## config.mk

```make
export PLATFORM = sky130hd
export DESIGN_NAME = pointer_box_mover
export DESIGN_NICKNAME = d
export VERILOG_FILES = /design/src/rtl/pointer_box_mover.sv
export SDC_FILE = /design/constraint.sdc
export NUM_CORES = 1
export LEC_CHECK = 0
export ABC_AREA = 1
export CAP_MARGIN = 25
export CORE_MARGIN = 5
export CORE_UTILIZATION = 45
export CTS_BUF_LIST = sky130_fd_sc_hd__clkbuf_4 sky130_fd_sc_hd__clkbuf_8 sky130_fd_sc_hd__clkbuf_16
export DETAILED_ROUTE_END_ITERATION = 8
export GPL_ROUTABILITY_DRIVEN = 1
export HOLD_SLACK_MARGIN = 0.06
export MAX_ROUTING_LAYER = met4
export PLACE_DENSITY = 0.69
export SYNTH_ARGS = -nofsm -noshare
export SYNTH_HDL_FRONTEND = slang
export SYNTH_SLANG_ARGS = --single-unit
```

## constraint.sdc

```tcl
create_clock -name clock -period 5.3 [get_ports clock]
set_input_delay 0.53 -clock clock [delete_from_list [all_inputs] [get_ports clock]]
set_output_delay 0.53 -clock clock [all_outputs]
set_load 0.005 [all_outputs]
```

## src/rtl/pointer_box_mover.sv

```systemverilog
// Moves a BOX_SIZE x BOX_SIZE box around the VGA plot area: erase, move, redraw, one pixel per cycle.
// Define PTR_WRAP_EN to wrap at the screen edges instead of clamping.
module pointer_box_mover #(
  parameter int X_W             = 8,
  parameter int Y_W             = 7,
  parameter int X_MAX           = 159,
  parameter int Y_MAX           = 119,
  parameter int BOX_SIZE        = 4,
  parameter int COLOUR_W        = 3,
  parameter int TICK_DIV        = 833334,
  parameter int FRAMES_PER_STEP = 15,
  parameter int INIT_X          = 0,
  parameter int INIT_Y          = 0
) (
  input  logic                clock,
  input  logic                reset_n,
  input  logic                left,
  input  logic                right,
  input  logic                up,
  input  logic                down,
  input  logic [COLOUR_W-1:0] colour_in,
  output logic [X_W-1:0]      X,
  output logic [Y_W-1:0]      Y,
  output logic [COLOUR_W-1:0] colour_out,
  output logic                plot,
  output logic                busy
);

  localparam int DIV_W = (TICK_DIV > 1) ? $clog2(TICK_DIV) : 1;
  localparam int FR_W  = (FRAMES_PER_STEP > 1) ? $clog2(FRAMES_PER_STEP) : 1;
  localparam int OFF_W = 4;

  localparam logic [DIV_W-1:0] DIV_LOAD = DIV_W'(TICK_DIV - 1);
  localparam logic [FR_W-1:0]  FR_LAST  = FR_W'(FRAMES_PER_STEP - 1);
  localparam logic [OFF_W-1:0] OFF_LAST = OFF_W'(BOX_SIZE - 1);
  localparam logic [16:0]      X_LIM    = 17'(X_MAX - BOX_SIZE + 1);
  localparam logic [16:0]      Y_LIM    = 17'(Y_MAX - BOX_SIZE + 1);

  typedef enum logic [1:0] {
    S_WAIT  = 2'd0,
    S_ERASE = 2'd1,
    S_MOVE  = 2'd2,
    S_DRAW  = 2'd3
  } state_t;

  state_t              r_state;
  logic [X_W-1:0]      r_pos_x;
  logic [Y_W-1:0]      r_pos_y;
  logic [OFF_W-1:0]    r_ox;
  logic [OFF_W-1:0]    r_oy;
  logic [DIV_W-1:0]    r_div;
  logic [FR_W-1:0]     r_frame;
  logic                r_pending;
  logic [COLOUR_W-1:0] r_colour;
  logic [X_W-1:0]      r_x_out;
  logic [Y_W-1:0]      r_y_out;
  logic [COLOUR_W-1:0] r_col_out;
  logic                r_plot;
  logic                r_busy;

  logic                w_frame_tick;
  logic                w_step;
  logic                w_ox_last;
  logic                w_box_last;
  logic                w_box_first;
  logic [X_W-1:0]      w_pix_x;
  logic [Y_W-1:0]      w_pix_y;
  logic [X_W-1:0]      w_next_x;
  logic [Y_W-1:0]      w_next_y;

  // One-pixel step along one axis, computed one bit wider than any coordinate;
  // opposing requests cancel, and an out-of-range result clamps or wraps.
  function automatic logic [16:0] axis_step(input logic [16:0] cur,
                                            input logic        dec,
                                            input logic        inc,
                                            input logic [16:0] lim);
    logic [16:0] nxt;
    nxt = cur;
    if (dec && !inc) begin
      if (cur == 17'd0) begin
`ifdef PTR_WRAP_EN
        nxt = lim;
`else
        nxt = cur;
`endif
      end else begin
        nxt = cur - 17'd1;
      end
    end else if (inc && !dec) begin
      if ((cur + 17'd1) > lim) begin
`ifdef PTR_WRAP_EN
        nxt = 17'd0;
`else
        nxt = cur;
`endif
      end else begin
        nxt = cur + 17'd1;
      end
    end
    return nxt;
  endfunction

  assign w_frame_tick = (r_div == '0);
  assign w_step       = w_frame_tick && (r_frame == FR_LAST);

  assign w_ox_last    = (r_ox == OFF_LAST);
  assign w_box_last   = w_ox_last && (r_oy == OFF_LAST);
  assign w_box_first  = (r_ox == '0) && (r_oy == '0);
  assign w_pix_x      = r_pos_x + X_W'(r_ox);
  assign w_pix_y      = r_pos_y + Y_W'(r_oy);

  always_comb begin
    w_next_x = X_W'(axis_step(17'(r_pos_x), left, right, X_LIM));
    w_next_y = Y_W'(axis_step(17'(r_pos_y), up, down, Y_LIM));
  end

  // Frame-rate divider and step generator, free-running in every state
  always_ff @(posedge clock or posedge reset_n) begin
    if (reset_n) begin
      r_div   <= DIV_LOAD;
      r_frame <= '0;
    end else if (w_frame_tick) begin
      r_div <= DIV_LOAD;
      if (w_step) r_frame <= '0;
      else        r_frame <= r_frame + FR_W'(1);
    end else begin
      r_div <= r_div - DIV_W'(1);
    end
  end

  // Box FSM; outputs are registered from the state being executed this cycle
  always_ff @(posedge clock or posedge reset_n) begin
    if (reset_n) begin
      r_state   <= S_DRAW;
      r_pos_x   <= X_W'(INIT_X);
      r_pos_y   <= Y_W'(INIT_Y);
      r_ox      <= '0;
      r_oy      <= '0;
      r_pending <= 1'b0;
      r_colour  <= '0;
      r_x_out   <= X_W'(INIT_X);
      r_y_out   <= Y_W'(INIT_Y);
      r_col_out <= '0;
      r_plot    <= 1'b0;
      r_busy    <= 1'b0;
    end else begin
      if (w_step && (r_state != S_WAIT)) r_pending <= 1'b1;
      case (r_state)
        S_WAIT: begin
          r_x_out   <= r_pos_x;
          r_y_out   <= r_pos_y;
          r_col_out <= '0;
          r_plot    <= 1'b0;
          r_busy    <= 1'b0;
          if (w_step || r_pending) begin
            r_pending <= 1'b0;
            r_state   <= S_ERASE;
          end
        end
        S_ERASE: begin
          r_x_out   <= w_pix_x;
          r_y_out   <= w_pix_y;
          r_col_out <= '0;
          r_plot    <= 1'b1;
          r_busy    <= 1'b1;
          if (w_ox_last) begin
            r_ox <= '0;
            r_oy <= w_box_last ? '0 : r_oy + OFF_W'(1);
          end else begin
            r_ox <= r_ox + OFF_W'(1);
          end
          if (w_box_last) r_state <= S_MOVE;
        end
        S_MOVE: begin
          r_x_out   <= r_pos_x;
          r_y_out   <= r_pos_y;
          r_col_out <= '0;
          r_plot    <= 1'b0;
          r_busy    <= 1'b1;
          r_pos_x   <= w_next_x;
          r_pos_y   <= w_next_y;
          r_state   <= S_DRAW;
        end
        default: begin
          r_x_out <= w_pix_x;
          r_y_out <= w_pix_y;
          r_plot  <= 1'b1;
          r_busy  <= 1'b1;
          // Colour is captured on the first pixel so it stays fixed for the whole box
          if (w_box_first) begin
            r_colour  <= colour_in;
            r_col_out <= colour_in;
          end else begin
            r_col_out <= r_colour;
          end
          if (w_ox_last) begin
            r_ox <= '0;
            r_oy <= w_box_last ? '0 : r_oy + OFF_W'(1);
          end else begin
            r_ox <= r_ox + OFF_W'(1);
          end
          if (w_box_last) r_state <= S_WAIT;
        end
      endcase
    end
  end

  assign X          = r_x_out;
  assign Y          = r_y_out;
  assign colour_out = r_col_out;
  assign plot       = r_plot;
  assign busy       = r_busy;

endmodule

```

==> results.py <==
metrics = {
    "timing": {
        "finalSetupTns_ns": 0,
        "hold_viol_final": 0,
        "layout_setup_ws_ns": 3.20,
        "clock_skew_ns": 0.0128,
        "whs_ns": 0.460,
        "slew-limit-headroom": 0.506,
        "fin_crit_sh": 0.396,
        "final_max_slew_viol_count": 0,
        "setup_violations": 0,
        "worst_pin_slew_ns": 0.740,
        "rsz0062_at_grt": "no",
        "layout_min_cycle_time_ns": 2.10,
        "clock.fmax_mhz": 477,
    },
    "final_layout": {
        "syn_to_final_growth_pct": 13.5,
        "layout-drive-gt1-share": 0.102,
        "nets": 612,
        "num_antenna_cells": 0,
        "final_core_util": 0.529,
        "finalNonFillerCells": 707,
    },
    "clock_network": {
        "postCtsSetupRepairBufs": 0,
        "clkTransAtPathRegs_ns": 0.09,
        "clock_sinks": 73,
        "tritoncts": "done",
        "cts_max_level": 3,
        "cts_buffers": 9,
        "cts_resized": 0,
        "clock_latency_ns": 0.35,
        "hold_buffers": 0,
        "clock_path_buffers": 2,
        "root_buffer": "clkbuf_8",
    },
    "synthesis": {
        "yosys.area.top_type": "dfrtp_1",
        "yosys-top-cells-area": "dfrtp_1 34%, nand2_1 10%, dfstp_2 8.5%",
        "synthFlopType": "dfrtp_1",
        "synth_commonest_cells": "118 x nand2_1, 80 x inv_1, 59 x dfrtp_1, 52 x nand3_1",
        "synth_nets": 581,
        "synth_edf_count": 0,
        "syn-mean-instance-area_um2": 8.03,
        "ys_ff_latch": 73,
        "syn-instance-count": 542,
        "ys_seq_area_frac": 0.424,
        "ys_types": 33,
        "yosysWarnings": 0,
        "yosysMostFrequentCell": "nand2_1",
        "synth_area_um2": 4350,
        "synth_top_cell_area_share": 0.339,
        "synthArstFlopShare": 1.00,
    },
    "worst_hold_path": {
        "hold_end": "r_div[0]",
        "hold_start": "r_div[0]",
        "hp-class": "flip-flop to flip-flop",
        "worstHoldPathCells": 1,
    },
    "pwr": {
        "p_per_area_nw_per_um2": 203,
        "p_leak_nw": 2.52,
        "ir_drop_v": 0.000135,
    },
    "floorplan": {
        "ios": 29,
        "dieArea_um2": 11700,
        "start_util": 0.466,
        "rows": 35,
        "chipWidth_um": 108,
        "chipHeight_um": 108,
        "core-area_um2": 9330,
    },
    "run": {
        "drv_cap": 0,
    },
    "worst_setup_path": {
        "required_ns": 5.55,
        "worstSetupStartpointType": "flip-flop",
        "r2r-start": "r_state[0]",
        "regToRegEndpoint": "r_oy[3]",
        "reg2reg_depth": 8,
        "path_class": "flip-flop to flip-flop",
        "cp_data_arrival_time_ns": 2.34,
        "r2r_slack_ns": 3.20,
        "crit_fanout": 21,
        "cp-end-kind": "flip-flop",
    },
    "routing": {
        "wire_per_inst_um": 12.3,
        "via_count": 3552,
        "drt-total-wl_mm": 8.66,
        "drtIter0Drc": 198,
        "first_pass_iters": 5,
        "routed_via_density": 5.02,
        "drc": 0,
        "ant_nets": 0,
    },
    "placed_design": {
        "dp_cells": 691,
        "hpwl_mm": 6.42,
        "gp_congestion": 0.919,
        "dp_slack_ns": 3.15,
        "portBuffers": 28,
    },
    "run_status": {
        "outcome": "finished clean",
    },
    "grt": {
        "antenna_found_initial": 0,
        "grt_max_degree": 38,
        "track_usage": 0.165,
        "grt_pass1_vias": 3410,
        "grt_overflow": 0,
        "grt_pass1_wl_mm": 15.0,
    },
}
==> logic make-up (layout without fill, tap and decap cells) <==
| family | Yosys count | count (layout) | share of synthesized area |
|---|---|---|---|
| AO/OA/AOI/OAI | 67 | 67 | 0.0823 |
| XOR/XNOR | 29 | 29 | 0.0584 |
| adder cells (fa/ha/maj) | 30 | 30 | 0.0897 |
| buffers and inverters | 93 | 129 | 0.0846 |
| flip-flops | 73 | 73 | 0.424 |
| multiplexers | 1 | 1 | 0.00230 |
| AND/OR/NAND/NOR | 249 | 249 | 0.259 |
==> routing by layer <==
metal / wire, um / track usage / vias up
met5: 0 / - / -
met4: 165 / 0.0640 / 0
met3: 407 / 0.0316 / 19
met2: 4200 / 0.270 / 84
met1: 3890 / 0.202 / 1649
li1: - / - / 1800
==> worst max-delay path: stages (launching register included) <==
cell,delay (ns)
dfstp_2,0.57
inv_1,0.07
ha_1,0.26
nor2_1,0.12
buf_4,0.26
inv_2,0.15
nor2_2,0.27
nand4_1,0.14
xor2_1,0.16
==> state kept, by name (all words and copies together) (netlist names) <==
name        cells
r_pos_x         8
Y               7
r_div          20
r_ox            4
r_pending       1
plot            1
X               8
r_state         2
r_colour        3
r_oy            4
r_frame         4
r_pos_y         7
busy            1
colour_out      3
==> power breakdown <==
group / switching, mW / total [mW] / leakage, nW / internal [mW]
clock network: 0.233 / 0.412 / 0.0923 / 0.179
registers: 0 / 0.557 / 0.950 / 0.557
logic: 0.0210 / 0.0316 / 1.48 / 0.0106
==> cell type report <==
type / count / area, um2
inverters: 83 / 313
well taps: 129 / 161
clock buffers: 9 / 124
clock inverters: 7 / 62.6
repair buffers: 30 / 295
fillers: 864 / 4390
multi-input cells: 376 / 2140
flip-flops and latches: 73 / 1840
==> how the worst max path moves through the flow <==
stage	from	end	cells after the start	slack [ns]
after floorplan	reset_n	X[0]	1	2.94
after CTS	r_state[0]	X[6]	9	3.19
final	r_state[0]	r_oy[3]	8	3.20
after global placement	down	r_pos_y[1]	9	3.23
after global routing	r_div[0]	r_state[0]	11	3.03
after detailed placement	down	r_pos_y[6]	7	3.15
==> through the flow <==
| stage | power (mW) | area, um2 |
|---|---|---|
| 5_1_grt | 1.05 | 4940 |
| 6_report | 1.00 | 4940 |
| 3_3_place_gp | 0.600 | 4750 |
| 3_5_place_dp | 0.600 | 4750 |
| 4_1_cts | 1.01 | 4940 |
| 2_1_floorplan | 0.588 | 4350 |
==> cells in the final DEF, fill, tap and decap left out, types with 2 or more instances in the layout <==
cell type	instances
a21oi_1	11
a31oi_1	5
buf_4	2
clkbuf_8	9
clkdlybuf4s50_1	28
clkinv_4	3
dfrtp_1	59
dfstp_2	14
fa_1	2
ha_1	28
inv_1	79
inv_2	3
inv_6	2
nand2_1	118
nand2_2	4
nand2_4	3
nand3_1	52
nand3_2	4
nand3b_1	2
nand4_1	9
nor2_1	40
nor2_2	7
nor3_1	6
o21ai_0	40
o21ai_1	3
o21ai_2	2
o22ai_1	5
or2_2	2
xnor2_1	4
xor2_1	25
No activity file was read; power rests on OpenSTA's default activity.
